### config.mk
export PLATFORM = sky130hd
export DESIGN_NAME = led_mode_ctrl
export DESIGN_NICKNAME = d
export VERILOG_FILES = /design/src/rtl/led_pkg.sv /design/src/rtl/key_debounce.sv /design/src/rtl/led_mode_ctrl.sv
export SDC_FILE = /design/constraint.sdc
export NUM_CORES = 1
export LEC_CHECK = 0
export CAP_MARGIN = 25
export CORE_MARGIN = 4
export CORE_UTILIZATION = 40
export DETAILED_ROUTE_END_ITERATION = 6
export PLACE_DENSITY = 0.62
export SLEW_MARGIN = 20
export SYNTH_ARGS = -nofsm -noshare
export SYNTH_HDL_FRONTEND = slang
export SYNTH_SLANG_ARGS = --single-unit
### constraint.sdc
create_clock -name sys_clk -period 10.5 [get_ports sys_clk]
set_input_delay 2.1 -clock sys_clk [delete_from_list [all_inputs] [get_ports sys_clk]]
set_output_delay 2.1 -clock sys_clk [all_outputs]
set_load 0.01 [all_outputs]
### src/rtl/led_pkg.sv
// led_pkg: mode encoding, entry patterns and pattern-step helpers shared by the LED controller
package led_pkg;

    typedef enum logic [1:0] {
        MODE_OFF   = 2'd0,
        MODE_FLOW  = 2'd1,
        MODE_BLINK = 2'd2
    } mode_e;

    localparam logic [3:0] PAT_OFF_INIT   = 4'b0000;
    localparam logic [3:0] PAT_FLOW_INIT  = 4'b0001;
    localparam logic [3:0] PAT_BLINK_INIT = 4'b1111;

    function automatic logic [3:0] entry_pat(input mode_e m);
        return m == MODE_FLOW ? PAT_FLOW_INIT : m == MODE_BLINK ? PAT_BLINK_INIT : PAT_OFF_INIT;
    endfunction

    function automatic logic [3:0] next_pat(input mode_e m, input logic [3:0] p);
        return m == MODE_FLOW ? {p[2:0], p[3]} : m == MODE_BLINK ? ~p : p;
    endfunction

endpackage

### src/rtl/key_debounce.sv
// key_debounce: synchronizes an active-low button, filters glitches and emits a one-cycle press pulse
module key_debounce
    import led_pkg::*;
#(
    parameter int DEB_CNT = 1_000_000
) (
    input  logic sys_clk,
    input  logic sys_rst,
    input  logic key_in,
    output logic key_stable,
    output logic key_press
);

    localparam int W = $clog2(DEB_CNT);
    localparam logic [W-1:0] LAST = W'(DEB_CNT - 1);

    logic         sync1_q, sync2_q, stable_q, stable_d, prev_q, press_q, differ;
    logic [W-1:0] cnt_q, cnt_d;

    // accept the synchronized level only after it has differed for DEB_CNT cycles
    always_comb begin
        differ   = sync2_q != stable_q;
        cnt_d    = (!differ || cnt_q == LAST) ? '0 : cnt_q + 1'b1;
        stable_d = (differ && cnt_q == LAST) ? sync2_q : stable_q;
    end

    // synchronizer, filter state and registered falling-edge detect
    always_ff @(posedge sys_clk or posedge sys_rst) begin
        if (sys_rst) begin
            sync1_q  <= 1'b1;
            sync2_q  <= 1'b1;
            stable_q <= 1'b1;
            prev_q   <= 1'b1;
            press_q  <= 1'b0;
            cnt_q    <= '0;
        end else begin
            sync1_q  <= key_in;
            sync2_q  <= sync1_q;
            stable_q <= stable_d;
            prev_q   <= stable_q;
            press_q  <= prev_q & ~stable_q;
            cnt_q    <= cnt_d;
        end
    end

    assign key_stable = stable_q;
    assign key_press  = press_q;

endmodule

### src/rtl/led_mode_ctrl.sv
// led_mode_ctrl: debounced four-key mode controller driving a timed FLOW/BLINK LED pattern
module led_mode_ctrl
    import led_pkg::*;
#(
    parameter int DEB_CNT  = 1_000_000,
    parameter int STEP_CNT = 25_000_000
) (
    input  logic       sys_clk,
    input  logic       sys_rst,
    input  logic       key1,
    input  logic       key2,
    input  logic       key3,
    input  logic       key4,
    output logic       led1,
    output logic       led2,
    output logic       led3,
    output logic       led4,
    output logic [1:0] mode,
    output logic       paused
);

    localparam int SW = $clog2(STEP_CNT);
    localparam logic [SW-1:0] STEP_LAST = SW'(STEP_CNT - 1);

    logic [3:0]    keys_n, stable, press, evt, pat_q, pat_d;
    logic [SW-1:0] step_q, step_d;
    logic          paused_q, paused_d, run, step_evt, mode_hit;
    mode_e         mode_q, mode_d, sel;

    assign keys_n = {key4, key3, key2, key1};

    for (genvar k = 0; k < 4; k++) begin : g_key
        key_debounce #(.DEB_CNT(DEB_CNT)) u_deb (
            .sys_clk   (sys_clk),
            .sys_rst   (sys_rst),
            .key_in    (keys_n[k]),
            .key_stable(stable[k]),
            .key_press (press[k])
        );
    end

    // act on a press only while the debounced level still reads pressed
    assign evt = press & ~stable;

    // state register: mode, pause flag, step timer and pattern
    always_ff @(posedge sys_clk or posedge sys_rst) begin
        if (sys_rst) begin
            mode_q   <= MODE_OFF;
            paused_q <= 1'b0;
            step_q   <= '0;
            pat_q    <= PAT_OFF_INIT;
        end else begin
            mode_q   <= mode_d;
            paused_q <= paused_d;
            step_q   <= step_d;
            pat_q    <= pat_d;
        end
    end

    // next state: mode presses (key1 > key2 > key3) override pause toggles and timer steps
    always_comb begin
        run      = mode_q != MODE_OFF && !paused_q;
        step_evt = run && step_q == STEP_LAST;
        mode_hit = |evt[2:0];
        sel      = evt[0] ? MODE_OFF : evt[1] ? MODE_FLOW : MODE_BLINK;
        mode_d   = mode_hit ? sel : mode_q;
        paused_d = mode_hit ? 1'b0 : (evt[3] && mode_q != MODE_OFF) ? ~paused_q : paused_q;
        step_d   = (mode_hit || step_evt) ? '0 : run ? step_q + 1'b1 : step_q;
        pat_d    = mode_hit ? entry_pat(sel) : step_evt ? next_pat(mode_q, pat_q) : pat_q;
    end

    // outputs come straight from registers
    always_comb begin
        {led4, led3, led2, led1} = pat_q;
        mode                     = mode_q;
        paused                   = paused_q;
    end

endmodule

==> impl_metrics.json <==
{
  "outcome": "completed",
  "clock_path_buffers": 2,
  "initial_core_util_pct": 40.6,
  "period_minus_slack_ps": 3590,
  "core_area_um2": 15100,
  "hold_class": "flip-flop to flip-flop",
  "io_pins": 13,
  "slew_headroom_pct": 44.5,
  "synth_common_cells": "nor2_1, dfrtp_1, xnor2_1, xor2_1, nand3_1",
  "power.total_mw": 1.13,
  "ys_ff_latch": 132,
  "grt_overflow_total": 0,
  "synth_edf_count": 0,
  "max_cap_viol_count": 0,
  "power_leakage_nw": 3.01,
  "place_congestion": 0.780,
  "worstPathMaxFanout": 8,
  "ant_nets": 0,
  "synth_flop_cell": "dfrtp_1",
  "cts-root-buf": "clkbuf_16",
  "area_growth_pct": 14.7,
  "wl_um": 11100,
  "routed_via_density": 5.04,
  "wire_per_inst_um": 13.4,
  "grt_pass1_wl_um": 19500,
  "syn_area_um2": 6150,
  "cts_resized": 0,
  "layout-drive-gt1-share_pct": 10.1,
  "yosysMostFrequentCell": "nor2_1",
  "grt_start_max_net_pins": 76,
  "crit_path_start_kind": "flip-flop",
  "multi_input_area_um2": 2690,
  "synth_area_per_cell_um2": 10.1,
  "die_y_um": 132,
  "fin_setup_tns_ps": 0,
  "r2r-end": "g_key[1].u_deb.cnt_q[2]",
  "drc": 0,
  "setup_ws_ps": 6910,
  "dp_hpwl_um": 7140,
  "crit_type": "flip-flop to primary output",
  "seq_area_frac_synth_pct": 54.0,
  "grt_pass1_vias": 4062,
  "cts_setup_buffers": 0,
  "power_density_nw_per_um2": 161,
  "antenna_found_initial": 0,
  "vias": 4182,
  "place_ws_ps": 6390,
  "slowest_delay_ps": 590,
  "ff2ff_path_depth": 6,
  "crit_path_end_kind": "primary output",
  "placed_area_um2": 6440,
  "diodes": 0,
  "synth_top_cell_by_area": "dfrtp_1",
  "worst_pin_slew_ps": 830,
  "numPortBuffers": 12,
  "arrival_ps": 1490,
  "clock_sinks": 132,
  "synth_fp_nets": 622,
  "synth_cells": 611,
  "vdd_drop_max_mv": 0.125,
  "dieArea_um2": 17400,
  "chipWidth_um": 132,
  "cp-startpoint": "mode[0]",
  "rows": 45,
  "synth_top_area_share_pct": 47.2,
  "cts_hold_buffers": 0,
  "worstPathRequired_ps": 8400,
  "rrSetupSlack_ps": 8020,
  "path_depth": 1,
  "rsz0062_at_grt": "no",
  "synth.distinct_cells": 40,
  "critPathBufInv": 1,
  "cts_buffers": 17,
  "path_clk_slew_ps": 60,
  "grt_use_total_pct": 13.6,
  "h-tree-depth": 4,
  "crit_family": "buffers and inverters",
  "hold_viol": 0,
  "cts_tree": "yes",
  "post-route-util_pct": 46.6,
  "worst_path_max_delay_cell": "clkdlybuf4s50_1",
  "drt-initial-drc-count": 207,
  "synth_area_leaders": "dfrtp_1, nor2_1, xnor2_1",
  "num-nets-final": 639,
  "setup_viol": 0,
  "drtPass1Iterations": 4,
  "crit_end": "mode[0]",
  "crit_chain": "clkdlybuf4s50_1",
  "async_flop_share_pct": 100,
  "timing.final.crit_share_pct": 34.2,
  "reg2reg_from": "g_key[1].u_deb.cnt_q[0]",
  "slew_viol_final": 0,
  "fmax_ghz": 0.279,
  "ff_latch_area_um2": 3320,
  "yosys_warnings": 0,
  "insertion_delay_ps": 420,
  "final_area_um2": 7060,
  "n_fill_cell": 1399,
  "fin_worst_skew_ps": 9.01
}
## registers in the layout (all words and copies together) (netlist names)
name and count:
g_key.u_deb.cnt_q 80, step_q 25, g_key.u_deb.key_press 4, g_key.u_deb.key_stable 4, g_key.u_deb.prev_q 4, g_key.u_deb.sync1_q 4
g_key.u_deb.sync2_q 4, pat_q 4, mode 2, paused 1
## cells in the final DEF, fill, tap and decap left out, types with 14 or more instances in the layout
cell type | synthesis | routed
nor2_1 | 133 | 133
dfrtp_1 | 116 | 116
xnor2_1 | 51 | 51
xor2_1 | 49 | 49
nand3_1 | 39 | 39
nand2_1 | 33 | 33
nand4_1 | 19 | 19
clkbuf_16 | 0 | 17
dfstp_2 | 16 | 16
inv_1 | 16 | 15
and3_1 | 14 | 14
## cell families (layout without fill, tap and decap cells)
| family | count (synthesis) | in the layout | share of synthesized area (%) |
|---|---|---|---|
| mux | 5 | 5 | 0.894 |
| xor+xnor | 100 | 100 | 14.2 |
| compound gates | 15 | 15 | 1.44 |
| flops | 132 | 132 | 54.0 |
| fa+ha+maj | 5 | 5 | 1.02 |
| simple gates | 321 | 321 | 26.1 |
| buf+inv | 33 | 63 | 2.30 |
## per-stage QoR
| stage | hold slack, ps | std cells |
|---|---|---|
| 4_1_cts | 355 | 827 |
| 6_report | 354 | 829 |
| 3_5_place_dp | 347 | 795 |
| 3_3_place_gp | 347 | 795 |
| 2_1_floorplan | 345 | 611 |
| 5_1_grt | 365 | 829 |
## where the power goes
part           switching [mW]  total [mW]  internal [mW]  leakage, nW
clock network           0.217       0.588          0.371        0.290
logic                  0.0179      0.0254        0.00743        0.947
registers             0.00490       0.521          0.516         1.78
## worst min-delay path by stage
stage | start | to | cells past startpoint
floorplan | g_key[0].u_deb.sync1_q | g_key[0].u_deb.sync2_q | 0
global placement | g_key[3].u_deb.sync1_q | g_key[3].u_deb.sync2_q | 0
detailed placement | g_key[0].u_deb.sync1_q | g_key[0].u_deb.sync2_q | 0
CTS | g_key[0].u_deb.sync1_q | g_key[0].u_deb.sync2_q | 0
global route | g_key[0].u_deb.sync1_q | g_key[0].u_deb.sync2_q | 0
finish | g_key[0].u_deb.sync1_q | g_key[0].u_deb.sync2_q | 0
## final cells by class
cell class / count / share of cell area [%]
Inverter: 16 / 0.886
Timing Repair Buffer: 15 / 2.27
Tap cell: 188 / 3.33
Multi-Input combinational cell: 446 / 38.1
Clock inverter: 14 / 2.29
Clock buffer: 18 / 6.08
Sequential cell: 132 / 47.1
## layer usage
metal	wire length (um)	up-vias	track usage [%]
met5	0	-	0
met4	152	0	5.66
met3	344	14	3.89
met2	5220	46	20.8
met1	5390	2049	18.4
li1	-	2073	-
## worst register-to-register path, stage by stage (launching register included)
cell and delay, ps:
dfrtp_1 380, ha_1 200, nand3_1 160, or2_2 360
nor4_1 440, nand2b_1 660, nor2_1 130
Note: power is estimated with default switching activity, not from simulation.
